**src/rtl/pipeline_hazard_controller_pkg.sv**
```systemverilog
// Shared hazard-control types and constants for the hazard and forwarding units.
// The register-match helper is the single definition of a "real" RAW dependency.
package hazard_pkg;

    typedef enum logic [0:0] {
        RUN        = 1'b0,
        MEM_FREEZE = 1'b1
    } hz_state_e;

    localparam logic [1:0] FWD_REG = 2'd0;
    localparam logic [1:0] FWD_MEM = 2'd1;
    localparam logic [1:0] FWD_WB  = 2'd2;

    // x0 is hardwired to zero, so a write to it never creates a dependency.
    function automatic logic reg_match(input logic [4:0] rd,
                                       input logic [4:0] rs1,
                                       input logic [4:0] rs2,
                                       input logic       uses_rs1,
                                       input logic       uses_rs2);
        return (rd != 5'd0) && ((uses_rs1 && (rd == rs1)) || (uses_rs2 && (rd == rs2)));
    endfunction

endpackage

```
**src/rtl/pipeline_hazard_controller_if.sv**
```systemverilog
// Pipeline-register fields into the hazard controller and stage hold/flush controls out.
// master = pipeline datapath side, slave = hazard controller.
interface pipeline_hazard_controller_if #(
    parameter int unsigned CNT_W = 32
);
    logic [4:0]       ID_Rs1;
    logic [4:0]       ID_Rs2;
    logic             ID_UsesRs1;
    logic             ID_UsesRs2;
    logic             ID_IsBranch;
    logic             ID_BranchTaken;
    logic             EX_RegWrite;
    logic             EX_MemRead;
    logic [4:0]       EX_Rd;
    logic             MEM_MemRead;
    logic [4:0]       MEM_Rd;
    logic             mem_busy;

    logic             pc_stall;
    logic             if_id_stall;
    logic             if_id_flush;
    logic             id_ex_bubble;
    logic             ex_mem_stall;
    logic             mem_wb_stall;
    logic             pc_redirect;
    logic             mem_timeout_err;
    logic [CNT_W-1:0] stall_cnt;
    logic [CNT_W-1:0] flush_cnt;

    modport master (
        output ID_Rs1, ID_Rs2, ID_UsesRs1, ID_UsesRs2, ID_IsBranch, ID_BranchTaken,
               EX_RegWrite, EX_MemRead, EX_Rd, MEM_MemRead, MEM_Rd, mem_busy,
        input  pc_stall, if_id_stall, if_id_flush, id_ex_bubble, ex_mem_stall,
               mem_wb_stall, pc_redirect, mem_timeout_err, stall_cnt, flush_cnt
    );

    modport slave (
        input  ID_Rs1, ID_Rs2, ID_UsesRs1, ID_UsesRs2, ID_IsBranch, ID_BranchTaken,
               EX_RegWrite, EX_MemRead, EX_Rd, MEM_MemRead, MEM_Rd, mem_busy,
        output pc_stall, if_id_stall, if_id_flush, id_ex_bubble, ex_mem_stall,
               mem_wb_stall, pc_redirect, mem_timeout_err, stall_cnt, flush_cnt
    );

endinterface

```
**src/rtl/pipeline_hazard_controller_sat_counter.sv**
```systemverilog
// Saturating event counter: holds at all-ones instead of wrapping.
module hazard_sat_counter #(
    parameter int unsigned CNT_W = 32
) (
    input  logic             clk,
    input  logic             rst_n,
    input  logic             inc,
    output logic [CNT_W-1:0] cnt
);

    always_ff @(posedge clk or negedge rst_n) begin
        if (!rst_n) begin
            cnt <= '0;
        end else if (inc && (cnt != '1)) begin
            cnt <= cnt + 1'b1;
        end
    end

endmodule

```
**src/rtl/pipeline_hazard_controller.sv**
```systemverilog
// Hazard controller: load-use / branch-operand stalls, memory freeze, branch redirect
// (deferred across a freeze), memory-busy watchdog and stall/flush performance counters.
module pipeline_hazard_controller
    import hazard_pkg::*;
#(
    parameter int unsigned MEM_TIMEOUT = 64,
    parameter int unsigned CNT_W       = 32
) (
    input  logic                        clk,
    input  logic                        rst_n,
    pipeline_hazard_controller_if.slave bus
);

    localparam int unsigned      WD_W    = $clog2(MEM_TIMEOUT + 1);
    localparam logic [WD_W-1:0]  WD_MAX  = WD_W'(MEM_TIMEOUT);
    localparam logic [WD_W-1:0]  WD_LAST = WD_W'(MEM_TIMEOUT - 1);

    hz_state_e        r_state;
    logic             r_pending;
    logic             r_timeout_err;
    logic [WD_W-1:0]  r_wd_cnt;

    logic             w_match_ex;
    logic             w_match_mem;
    logic             w_hazard;
    logic             w_frozen;
    logic             w_dstall;
    logic             w_redirect;
    logic [CNT_W-1:0] w_stall_cnt;
    logic [CNT_W-1:0] w_flush_cnt;

    assign w_match_ex  = reg_match(bus.EX_Rd,  bus.ID_Rs1, bus.ID_Rs2, bus.ID_UsesRs1, bus.ID_UsesRs2);
    assign w_match_mem = reg_match(bus.MEM_Rd, bus.ID_Rs1, bus.ID_Rs2, bus.ID_UsesRs1, bus.ID_UsesRs2);

    // Branch-on-load stalls twice: once while the load is in EX, once while it is in MEM.
    assign w_hazard = (bus.EX_MemRead && w_match_ex)
                    || (bus.ID_IsBranch && (bus.EX_RegWrite || bus.EX_MemRead) && w_match_ex)
                    || (bus.ID_IsBranch && bus.MEM_MemRead && w_match_mem);

    // The cycle on which mem_busy drops is already unfrozen, so freeze tracks mem_busy directly.
    assign w_frozen   = rst_n && bus.mem_busy;
    assign w_dstall   = rst_n && !bus.mem_busy && w_hazard;
    assign w_redirect = rst_n && !bus.mem_busy && !w_hazard && (r_pending || bus.ID_BranchTaken);

    always_ff @(posedge clk or negedge rst_n) begin
        if (!rst_n) begin
            r_state       <= RUN;
            r_pending     <= 1'b0;
            r_timeout_err <= 1'b0;
            r_wd_cnt      <= '0;
        end else begin
            case (r_state)
                RUN:        if (bus.mem_busy)  r_state <= MEM_FREEZE;
                MEM_FREEZE: if (!bus.mem_busy) r_state <= RUN;
                default:                       r_state <= RUN;
            endcase

            if (w_redirect) begin
                r_pending <= 1'b0;
            end else if (bus.mem_busy && bus.ID_BranchTaken && !w_hazard) begin
                r_pending <= 1'b1;
            end

            if (bus.mem_busy) begin
                if (r_wd_cnt != WD_MAX) begin
                    r_wd_cnt <= r_wd_cnt + 1'b1;
                end
                if (r_wd_cnt == WD_LAST) begin
                    r_timeout_err <= 1'b1;
                end
            end else begin
                r_wd_cnt <= '0;
            end
        end
    end

    hazard_sat_counter #(.CNT_W(CNT_W)) u_stall_cnt (
        .clk   (clk),
        .rst_n (rst_n),
        .inc   (w_frozen | w_dstall),
        .cnt   (w_stall_cnt)
    );

    hazard_sat_counter #(.CNT_W(CNT_W)) u_flush_cnt (
        .clk   (clk),
        .rst_n (rst_n),
        .inc   (w_redirect),
        .cnt   (w_flush_cnt)
    );

    assign bus.pc_stall        = w_frozen | w_dstall;
    assign bus.if_id_stall     = w_frozen | w_dstall;
    assign bus.id_ex_bubble    = w_dstall;
    assign bus.ex_mem_stall    = w_frozen;
    assign bus.mem_wb_stall    = w_frozen;
    assign bus.pc_redirect     = w_redirect;
    assign bus.if_id_flush     = w_redirect;
    assign bus.mem_timeout_err = r_timeout_err;
    assign bus.stall_cnt       = w_stall_cnt;
    assign bus.flush_cnt       = w_flush_cnt;

endmodule

```
**src/flat_wrapper.sv**
```systemverilog
// flat-port wrapper written by rule: the top's interface ports become plain ports
module pipeline_hazard_controller_flat import hazard_pkg::*;
#(
    parameter int unsigned MEM_TIMEOUT = 64,
    parameter int unsigned CNT_W       = 32
)
  (clk, rst_n, bus_ID_Rs1, bus_ID_Rs2, bus_ID_UsesRs1, bus_ID_UsesRs2, bus_ID_IsBranch, bus_ID_BranchTaken, bus_EX_RegWrite, bus_EX_MemRead, bus_EX_Rd, bus_MEM_MemRead, bus_MEM_Rd, bus_mem_busy, bus_pc_stall, bus_if_id_stall, bus_if_id_flush, bus_id_ex_bubble, bus_ex_mem_stall, bus_mem_wb_stall, bus_pc_redirect, bus_mem_timeout_err, bus_stall_cnt, bus_flush_cnt);
  pipeline_hazard_controller_if #(.CNT_W(CNT_W)) bus_i ();
  input  logic clk;
  input  logic rst_n;
  input wire logic [$bits(bus_i.ID_Rs1)-1:0] bus_ID_Rs1;
  input wire logic [$bits(bus_i.ID_Rs2)-1:0] bus_ID_Rs2;
  input wire logic [$bits(bus_i.ID_UsesRs1)-1:0] bus_ID_UsesRs1;
  input wire logic [$bits(bus_i.ID_UsesRs2)-1:0] bus_ID_UsesRs2;
  input wire logic [$bits(bus_i.ID_IsBranch)-1:0] bus_ID_IsBranch;
  input wire logic [$bits(bus_i.ID_BranchTaken)-1:0] bus_ID_BranchTaken;
  input wire logic [$bits(bus_i.EX_RegWrite)-1:0] bus_EX_RegWrite;
  input wire logic [$bits(bus_i.EX_MemRead)-1:0] bus_EX_MemRead;
  input wire logic [$bits(bus_i.EX_Rd)-1:0] bus_EX_Rd;
  input wire logic [$bits(bus_i.MEM_MemRead)-1:0] bus_MEM_MemRead;
  input wire logic [$bits(bus_i.MEM_Rd)-1:0] bus_MEM_Rd;
  input wire logic [$bits(bus_i.mem_busy)-1:0] bus_mem_busy;
  output wire logic [$bits(bus_i.pc_stall)-1:0] bus_pc_stall;
  output wire logic [$bits(bus_i.if_id_stall)-1:0] bus_if_id_stall;
  output wire logic [$bits(bus_i.if_id_flush)-1:0] bus_if_id_flush;
  output wire logic [$bits(bus_i.id_ex_bubble)-1:0] bus_id_ex_bubble;
  output wire logic [$bits(bus_i.ex_mem_stall)-1:0] bus_ex_mem_stall;
  output wire logic [$bits(bus_i.mem_wb_stall)-1:0] bus_mem_wb_stall;
  output wire logic [$bits(bus_i.pc_redirect)-1:0] bus_pc_redirect;
  output wire logic [$bits(bus_i.mem_timeout_err)-1:0] bus_mem_timeout_err;
  output wire logic [$bits(bus_i.stall_cnt)-1:0] bus_stall_cnt;
  output wire logic [$bits(bus_i.flush_cnt)-1:0] bus_flush_cnt;
  assign bus_i.ID_Rs1 = bus_ID_Rs1;
  assign bus_i.ID_Rs2 = bus_ID_Rs2;
  assign bus_i.ID_UsesRs1 = bus_ID_UsesRs1;
  assign bus_i.ID_UsesRs2 = bus_ID_UsesRs2;
  assign bus_i.ID_IsBranch = bus_ID_IsBranch;
  assign bus_i.ID_BranchTaken = bus_ID_BranchTaken;
  assign bus_i.EX_RegWrite = bus_EX_RegWrite;
  assign bus_i.EX_MemRead = bus_EX_MemRead;
  assign bus_i.EX_Rd = bus_EX_Rd;
  assign bus_i.MEM_MemRead = bus_MEM_MemRead;
  assign bus_i.MEM_Rd = bus_MEM_Rd;
  assign bus_i.mem_busy = bus_mem_busy;
  assign bus_pc_stall = bus_i.pc_stall;
  assign bus_if_id_stall = bus_i.if_id_stall;
  assign bus_if_id_flush = bus_i.if_id_flush;
  assign bus_id_ex_bubble = bus_i.id_ex_bubble;
  assign bus_ex_mem_stall = bus_i.ex_mem_stall;
  assign bus_mem_wb_stall = bus_i.mem_wb_stall;
  assign bus_pc_redirect = bus_i.pc_redirect;
  assign bus_mem_timeout_err = bus_i.mem_timeout_err;
  assign bus_stall_cnt = bus_i.stall_cnt;
  assign bus_flush_cnt = bus_i.flush_cnt;
  pipeline_hazard_controller #(.MEM_TIMEOUT(MEM_TIMEOUT), .CNT_W(CNT_W)) u_core (.clk(clk), .rst_n(rst_n), .bus(bus_i));
endmodule
```
**config.mk**
```make
export PLATFORM = sky130hd
export DESIGN_NAME = pipeline_hazard_controller_flat
export DESIGN_NICKNAME = d
export VERILOG_FILES = /design/src/rtl/pipeline_hazard_controller_pkg.sv /design/src/rtl/pipeline_hazard_controller_if.sv /design/src/rtl/pipeline_hazard_controller_sat_counter.sv /design/src/rtl/pipeline_hazard_controller.sv /design/src/flat_wrapper.sv
export SDC_FILE = /design/constraint.sdc
export NUM_CORES = 1
export LEC_CHECK = 0
export CORE_AREA = 8 8 174 94
export DETAILED_ROUTE_END_ITERATION = 7
export DIE_AREA = 0 0 182 102
export GPL_TIMING_DRIVEN = 0
export PLACE_DENSITY_LB_ADDON = 0.25
export SYNTH_ARGS = -nofsm -noshare
export SYNTH_HDL_FRONTEND = slang
export SYNTH_SLANG_ARGS = --single-unit
export TNS_END_PERCENT = 30
```
**constraint.sdc**
```tcl
create_clock -name clk -period 5.15 [get_ports clk]
set_clock_uncertainty 0.05 [all_clocks]
set_input_delay 1.03 -clock clk [delete_from_list [all_inputs] [get_ports clk]]
set_output_delay 1.03 -clock clk [all_outputs]
set_load 0.005 [all_outputs]
```
==> impl_metrics.toml <==
[detailed_routing]
drt_iter0_drc = 222
wl_per_cell_um = 17.6
antenna_left = 0
viasPerCell = 4.93
via_count = 3421
drc = 0
finalWirelength_mm = 12.2
drtPass1Iterations = 4

[setup_path]
critical_path.max_stage_delay_ns = 0.48
timing.rr.end = "u_core.u_stall_cnt.cnt[6]"
cp.required_ns = 4.07
crit_slowest_cell = "clkdlybuf4s50_1"
worst-path-buf-inv = 4
crit_top_cell = "clkdlybuf4s50_1"
path_cells = "clkdlybuf4s50_1 -> or3_1 -> o311a_4 -> a221oi_4 -> buf_2 -> nor2_1 -> buf_4 -> clkdlybuf4s50_1"
reg2reg_depth = 8
cp_max_fo = 10
critPathKind = "in -> out"
cp.arrival_ns = 3.63
crit_family = "buffers and inverters"
cp-end-kind = "output port"
r2r_setup_slack_ns = 2.55
critPathLaunchType = "input pin"
rr_startpoint = "u_core.u_stall_cnt.cnt[0]"

[yosys]
ys_warn_count = 0
synth_flop_cell = "dfrtp_1"
synth_seq_cells = 73
synth_cell_type_count = 44
syn_nets = 429
yosysSeqAreaShare_pct = 45.2
async_flop_share_pct = 100
synth_edf_count = 0
syn_area_sq_um = 4040
syn_inst = 395
synth_area_per_cell_sq_um = 10.2

[pwr]
seqPwrFrac_pct = 41.1
clockPowerShare_pct = 40.3
switchingPower_mw = 0.437
swShare_pct = 25.6
p_leak_nw = 2.34
power.internal_mw = 1.27
powerDensity_nw_per_um2 = 303
p_comb_share_pct = 18.6
peakVddDrop_mv = 0.143

[sta]
rsz0062_at_grt = "false"
period_share_pct = 91.4
worst_slew_pin_slew_ns = 0.810
setup_viol = 0
maxSlewViolCount = 0
fmax_ghz = 0.212
period_minus_slack_ns = 4.71
timing.hold.ws_ns = 0.440
max-slew-margin-rel_pct = 45.8
hold_viol = 0

[place]
io_buffers = 101
post_dp_cell_area_sq_um = 5300
dp_hpwl_mm = 9.43
gpl.final_weighted_congestion = 0.831

[floorplan]
die_x_um = 182
rows = 31
io_pins = 102
die_area_sq_um = 18600
start_util_pct = 28.9
coreArea_sq_um = 14000
die_h_um = 102

[layout]
drive_gt1_share_pct = 8.97
insertedDiodeCount = 0
nNetsFinal = 542
final_common_cell = "clkdlybuf4s50_1"
fin_util_pct = 40.3
design_area_sq_um = 5630
mostFrequentLayoutCells = "100 x clkdlybuf4s50_1, 73 x dfrtp_1, 59 x xnor2_1"
area_growth_pct = 39.4

[clocking]
cts_tree = "yes"
clk_path_buf_depth = 2
clkSlewWorstSetupHoldPaths_ns = 0.05
cts_root_buf = "clkbuf_16"
clock_latency_ns = 0.33
cts_hold_buf = 0
cts_resized = 0
cts.htree.levels = 3
post-cts-setup-buffers = 0
cts_buffers = 9
cts_sinks = 73

[global_routing]
grt_pass1_wl_mm = 19.2
global_route.usage.total_pct = 13.2
grt_max_degree = 65
grt_pass1_vias = 3315
grt_antenna_before_repair = 0
grt_remaining_overflow = 0

[run]
maxCapViolations = 0

[min_path]
hp-start = "u_core.bus.mem_timeout_err"
whs_endpoint = "u_core.bus.mem_timeout_err"
hold_depth = 1
hold_path.class = "reg -> reg"

[outcome]
status = "completed"
## sequential cells by signal, indices dropped and copies added (netlist names)
register / count
u_core.u_stall_cnt.cnt: 32
u_core.u_flush_cnt.cnt: 32
u_core.r_pending: 1
u_core.bus.mem_timeout_err: 1
u_core.r_wd_cnt: 7
## layout make-up
cell class	instances	area (sq um)
Clock buffer	11	253
Multi-Input combinational cell	295	2080
Fill cell	1394	8330
Buffer	19	105
Inverter	8	30.0
Timing Repair Buffer	102	1040
Sequential cell	73	1830
Clock inverter	5	77.6
Tap cell	181	226
## worst max-delay path by stage
stage	start	to	slack (ns)	depth (start not counted)
floorplan	bus_MEM_Rd[1]	bus_pc_stall	1.57	6
global placement	rst_n	bus_pc_stall	-1.95	7
detailed placement	bus_MEM_Rd[1]	bus_pc_stall	0.41	8
CTS	bus_MEM_Rd[1]	bus_pc_stall	0.40	8
global route	bus_MEM_Rd[1]	bus_pc_stall	0.30	8
finish	bus_MEM_Rd[1]	bus_pc_stall	0.44	8
## per-stage QoR
stage          setup TNS (ns)  total power, mW  cells  setup WS (ns)
6_report                    0             1.71    694          0.441
2_1_floorplan               0            0.825    395           1.57
3_5_place_dp                0             1.03    678          0.411
4_1_cts                     0             1.73    694          0.402
3_3_place_gp           -48.78             1.03    677          -1.95
5_1_grt                     0             1.79    694          0.300
## synth_stat cells (3+ instances only)
cell / n / area, sq um
clkbuf_1: 5 / 18.8
nand4_1: 26 / 163
nor3_1: 11 / 55.1
nor2_1: 13 / 48.8
nand3_1: 29 / 145
and4_1: 3 / 26.3
nor4b_1: 3 / 26.3
or3_1: 3 / 18.8
and3_1: 26 / 163
a21oi_1: 4 / 20.0
dfrtp_1: 73 / 1830
xnor2_1: 59 / 517
nand3b_1: 4 / 30.0
nor4_1: 17 / 106
and2_1: 8 / 50.1
xor2_1: 26 / 228
o21ai_0: 3 / 15.0
or4_1: 3 / 22.5
nand2_1: 26 / 97.6
buf_4: 4 / 30.0
buf_2: 9 / 45.0
ha_1: 4 / 50.1
inv_1: 8 / 30.0
## kinds of logic after synthesis
group / after synthesis / share of synthesized area (%)
compound gates: 22 / 4.90
xor+xnor: 85 / 18.4
fa+ha+maj: 4 / 1.24
buf+inv: 27 / 3.35
flops: 73 / 45.2
mux: 4 / 1.30
simple gates: 180 / 25.5
## power groups by stage
stage | clock [mW] | combinational, mW | sequential, mW
final | 0.688 | 0.317 | 0.702
after global routing | 0.731 | 0.348 | 0.713
after CTS | 0.710 | 0.323 | 0.702
after detailed placement | 0 | 0.322 | 0.712
after global placement | 0 | 0.317 | 0.709
after floorplan | 0 | 0.123 | 0.702
## metal layers
layer	vias to the layer above	GRT usage [%]	routed length, um
li1	1628	-	-
met1	1693	20.0	6550
met2	94	17.6	4760
met3	6	3.66	804
met4	0	3.32	85
met5	-	0	0
Note: power is estimated with default switching activity, not from simulation.
